### src/rtl/pad_supply_seq.sv
// N-domain IO-ring supply model: rails ramp up in index order, drop in reverse, brown-out latches a fault.
// All outputs registered; stage timing set by RAMP_CYCLES; no backpressure, PWR_REQ is a plain level.
module pad_supply_seq #(
  parameter int N_DOMAINS   = 2,
  parameter int RAMP_CYCLES = 16
) (
  input  logic                 CLK,
  input  logic                 RESETn,
  input  logic                 PWR_REQ,
  input  logic                 BROWNOUT,
  input  logic                 FAULT_CLR,
  output logic [N_DOMAINS-1:0] VDD_RAIL,
  output logic [N_DOMAINS-1:0] PGOOD,
  output logic                 ALL_GOOD,
  output logic                 BUSY,
  output logic                 FAULT
);

  localparam int TW = $clog2(RAMP_CYCLES + 1);
  localparam int IW = (N_DOMAINS > 1) ? $clog2(N_DOMAINS) : 1;
  localparam logic [TW-1:0] RELOAD = TW'(RAMP_CYCLES - 1);
  localparam logic [IW-1:0] LAST   = IW'(N_DOMAINS - 1);

  typedef enum logic [2:0] {
    S_OFF,
    S_RAMP_UP,
    S_ON,
    S_RAMP_DOWN,
    S_FAULT
  } state_t;

  state_t                 state, state_nxt;
  logic [IW-1:0]          idx, idx_nxt, idx_inc, idx_dec;
  logic [TW-1:0]          timer, timer_nxt;
  logic [N_DOMAINS-1:0]   vdd_nxt, pg_nxt;
  logic                   all_good_nxt, busy_nxt, fault_nxt;
  logic                   expired;
  logic [1:0]             rst_sync;
  logic                   rst_n;

  // Reset asserts immediately, releases two edges later so no flop sees a partial release.
  always_ff @(posedge CLK or negedge RESETn) begin
    if (!RESETn) rst_sync <= 2'b00;
    else         rst_sync <= {rst_sync[0], 1'b1};
  end
  assign rst_n = rst_sync[1];

  assign idx_inc = idx + IW'(1);
  assign idx_dec = idx - IW'(1);
  assign expired = (timer == '0);

  always_comb begin
    state_nxt = state;
    idx_nxt   = idx;
    timer_nxt = timer;
    vdd_nxt   = VDD_RAIL;
    pg_nxt    = PGOOD;
    case (state)
      S_OFF: begin
        if (PWR_REQ) begin
          state_nxt  = S_RAMP_UP;
          idx_nxt    = '0;
          timer_nxt  = RELOAD;
          vdd_nxt[0] = 1'b1;
        end
      end
      S_RAMP_UP: begin
        // An abort unwinds from the current stage; its PGOOD has not risen yet.
        if (!PWR_REQ) begin
          state_nxt = S_RAMP_DOWN;
          timer_nxt = RELOAD;
        end else if (expired) begin
          pg_nxt[idx] = 1'b1;
          if (idx == LAST) begin
            state_nxt = S_ON;
          end else begin
            vdd_nxt[idx_inc] = 1'b1;
            idx_nxt          = idx_inc;
            timer_nxt        = RELOAD;
          end
        end else begin
          timer_nxt = timer - TW'(1);
        end
      end
      S_ON: begin
        if (!PWR_REQ) begin
          state_nxt    = S_RAMP_DOWN;
          idx_nxt      = LAST;
          timer_nxt    = RELOAD;
          pg_nxt[LAST] = 1'b0;
        end
      end
      S_RAMP_DOWN: begin
        if (expired) begin
          vdd_nxt[idx] = 1'b0;
          if (idx == '0) begin
            state_nxt = S_OFF;
          end else begin
            pg_nxt[idx_dec] = 1'b0;
            idx_nxt         = idx_dec;
            timer_nxt       = RELOAD;
          end
        end else begin
          timer_nxt = timer - TW'(1);
        end
      end
      S_FAULT: begin
        if (FAULT_CLR && !PWR_REQ) state_nxt = S_OFF;
      end
      default: state_nxt = S_OFF;
    endcase

    // Brown-out beats any request change or stage expiry in the same cycle.
    if (BROWNOUT && (state == S_RAMP_UP || state == S_ON || state == S_RAMP_DOWN)) begin
      state_nxt = S_FAULT;
      idx_nxt   = '0;
      timer_nxt = '0;
      vdd_nxt   = '0;
      pg_nxt    = '0;
    end

    all_good_nxt = (state_nxt == S_ON);
    busy_nxt     = (state_nxt == S_RAMP_UP) || (state_nxt == S_RAMP_DOWN);
    fault_nxt    = (state_nxt == S_FAULT);
  end

  always_ff @(posedge CLK or negedge rst_n) begin
    if (!rst_n) begin
      state    <= S_OFF;
      idx      <= '0;
      timer    <= '0;
      VDD_RAIL <= '0;
      PGOOD    <= '0;
      ALL_GOOD <= 1'b0;
      BUSY     <= 1'b0;
      FAULT    <= 1'b0;
    end else begin
      state    <= state_nxt;
      idx      <= idx_nxt;
      timer    <= timer_nxt;
      VDD_RAIL <= vdd_nxt;
      PGOOD    <= pg_nxt;
      ALL_GOOD <= all_good_nxt;
      BUSY     <= busy_nxt;
      FAULT    <= fault_nxt;
    end
  end

  a_pg_needs_rail: assert property (@(posedge CLK) disable iff (!rst_n)
    (PGOOD & ~VDD_RAIL) == '0);
  a_rails_in_order: assert property (@(posedge CLK) disable iff (!rst_n)
    (VDD_RAIL & (VDD_RAIL + 1'b1)) == '0);
  a_status_exclusive: assert property (@(posedge CLK) disable iff (!rst_n)
    $onehot0({BUSY, FAULT, ALL_GOOD}));

endmodule

### config.mk
export PLATFORM = sky130hd
export DESIGN_NAME = pad_supply_seq
export DESIGN_NICKNAME = d
export VERILOG_FILES = /design/src/rtl/pad_supply_seq.sv
export SDC_FILE = /design/constraint.sdc
export NUM_CORES = 1
export LEC_CHECK = 0
export BUFFER_PORTS_ARGS = -buffer_cell sky130_fd_sc_hd__buf_2
export CELL_PAD_IN_SITES_DETAIL_PLACEMENT = 0
export CELL_PAD_IN_SITES_GLOBAL_PLACEMENT = 1
export CORE_MARGIN = 4
export CORE_UTILIZATION = 39
export DETAILED_ROUTE_END_ITERATION = 8
export GPL_TIMING_DRIVEN = 0
export HOLD_SLACK_MARGIN = 0.02
export PLACE_DENSITY = 0.77
export SETUP_SLACK_MARGIN = 0.5
export SYNTH_ARGS = -nofsm -noshare
export SYNTH_HDL_FRONTEND = slang
export SYNTH_SLANG_ARGS = --single-unit
export TNS_END_PERCENT = 50
### constraint.sdc
create_clock -name CLK -period 0.8 [get_ports CLK]
set_clock_uncertainty 0.2 [all_clocks]
set_input_delay 0.04 -clock CLK [delete_from_list [all_inputs] [get_ports CLK]]
set_output_delay 0.04 -clock CLK [all_outputs]
set_load 0.05 [all_outputs]
==> metrics <==
Vias/cell approximately 5.7; Seq cells post-synth 18; CTS tree yes; Cell variety after synth 40; H-tree Lvls 1; Mapped Nets 120; clk sink count 18; most frequent cells in the layout dfrtp_1, buf_6, nor2_1, nand2_1, a21oi_1; share of cells above drive strength 1 41.61%; final core occ 56.05%; Leakage 0.6073 nW; GRT Residual Overflow 0; fmax 546.5 MHz; fin crit share 228.7%; Die Area 0.003623 mm2; Root Buffer clkbuf_4; # port buffers 11; Die Y roughly 60 um; Post-synth EDFFs 0; vias in the first global route 892; Worst VDD drop 0.001775 V; status finished with violations; initial cell density of the core 41.74%; register area share after synthesis 42.40%; Rows 18; final worst path period need 1.830 ns; nets 144; Ys Warns 0; critical setup path kind reg -> reg; fin worst setup slack -1.030 ns; DR iter-0 viols 16; via count 952; HP Class in -> async; Critical Path Source state[1]; residual DRC count 0; overall power between 4 and 5 mW; Layout area overhead 34.28%; crit path launch type register; commonest non-fill, non-tap cell in the layout dfrtp_1; CTS Buffer Depth 2; Critical Path End Type register; Setup crit end timer[1]; WHS -0.7132 ns; Worst R2R Setup Slack -1.03 ns; DP HPWL roughly 1700 um; routed wire length 2502 um; drt pass-1 iters 4; Post-Synthesis Cell Area 0.001062 mm2; failing checks hold timing, setup timing; total global-route track usage between 10% and 20%; async set-or-reset flop fraction in the synthesized netlist 100.0%; antenna viol nets, final 0; Critical Path Fanout Max 7; Critical R2R Capture timer[1]; largest net degree at the start of global routing 17; I/O pins 12; Placement Setup Slack -1.346 ns; arrival time worst endpoint about 1.8 ns; Antenna Cells 0; worst flop-to-flop path startpoint state[1]; # Max-Cap Violations 0; routed len/inst about 15 um; Power per Cell Area 3499 mW/mm2; Core ar. roughly 0.0025 mm2; Clk pin slew, worst setup/hold paths 0.11 ns; max-slew violations 0; clk_lat worst skew 0.31 ns; Setup Viol. Count Final 23; RSZ-0062 raised after global routing yes; Worst EP required 0.80 ns; Num CTS Buffers 3; Hold Fails Final Rpt 22; Mapped Cells ~110; GP Congestion 0.7620; global-route wire length before repair 4167 um; synthesized area per cell 9.318 um2; R2R cell count 4; DIE WIDTH roughly 60 um; top_reg_cell synth dfrtp_1; initial antenna violation count 0
-- synth_stat cells (2+ instances only) --
cell type | instances | share of area (%)
a22oi_1 | 2 | 1.4
clkbuf_1 | 4 | 1.4
a311oi_1 | 2 | 1.6
nand2_1 | 6 | 2.1
a21o_1 | 3 | 2.1
inv_1 | 6 | 2.1
mux2_2 | 2 | 2.1
dfrtp_1 | 18 | 42
nor4_1 | 5 | 2.9
nand2b_1 | 5 | 2.9
nor3_1 | 5 | 2.4
o21bai_1 | 2 | 1.4
mux2i_1 | 2 | 1.9
nand4_1 | 3 | 1.8
a21oi_1 | 6 | 2.8
nor3b_1 | 2 | 1.4
a31oi_1 | 3 | 1.8
nor2b_1 | 2 | 1.2
nor2_1 | 11 | 3.9
o21a_1 | 5 | 3.5
-- repair_timing --
item | in CTS | in global routing
endpoints found under the setup margin | 40 | 40
hold endpoints to repair | 23 | 16
resized for setup | 30 | 7
gates cloned | 0 | 0
pin swaps | 8 | 1
buffers inserted | 8 | 0
-- registers in the layout, indices dropped and copies added, names as in the netlist --
| name | flops |
|---|---|
| PGOOD | 2 |
| idx | 1 |
| timer | 5 |
| state | 3 |
| VDD_RAIL | 2 |
| BUSY | 1 |
| rst_sync | 2 |
| ALL_GOOD | 1 |
| FAULT | 1 |
-- routing by layer --
layer  share of wire, %  routed length [um]  track usage [%]
met4               0.92                  23            4.747
met2                 51                1271            25.93
met5                  0                   0                0
met1                 45                1131            19.39
met3                3.0                  75            3.240
-- per-stage QoR --
stage / TNS (ns) / instance area [um2] / instances
CTS: -16.31 / 1408 / 167
detailed placement: -20.55 / 1204 / 155
finish: -15.86 / 1426 / 167
global placement: -19.50 / 1204 / 155
global route: -17.49 / 1426 / 167
floorplan: -13.85 / 1111 / 114
-- worst min-delay path by stage --
stage | startpoint | endpoint | slack [ns] | depth (start not counted)
floorplan | RESETn | rst_sync[0] | -0.46 | 0
global placement | RESETn | rst_sync[0] | -0.38 | 1
detailed placement | RESETn | rst_sync[1] | -0.37 | 1
CTS | RESETn | rst_sync[1] | -0.72 | 1
global route | RESETn | rst_sync[1] | -0.74 | 1
finish | RESETn | rst_sync[1] | -0.71 | 1
-- where the power goes --
| group | total (mW) | switching [mW] | internal (mW) |
|---|---|---|---|
| Sequential | 1.44 | 0.244 | 1.20 |
| Combinational | 2.95 | 1.66 | 1.30 |
| Clock | 0.595 | 0.317 | 0.278 |
-- critical path: stages (launching register included) --
cell and delay (ns):
dfrtp_2 0.46, and3b_1 0.19, o31a_1 0.28, a41oi_4 0.26, mux2_4 0.33
-- final cells by class --
class,count,area (um2)
Fill cell,243,1119
Multi-Input combinational cell,83,656.9
Sequential cell,18,460.4
Timing Repair Buffer,19,170.2
Buffer,7,42.54
Tap cell,30,37.54
Clock buffer,4,36.28
Inverter,6,22.52
-- kinds of logic (layout without fill, tap and decap cells) --
family	Yosys count	in the layout	share of synthesized area, %
flip-flops	18	18	42.40
buffers and inverters	13	36	4.827
AND/OR/NAND/NOR	44	44	24.15
multiplexers	4	4	4.005
other	1	1	0.3530
adder cells (fa/ha/maj)	1	1	1.178
AO/OA/AOI/OAI	33	33	23.09
No activity file was read; power rests on OpenSTA's default activity.
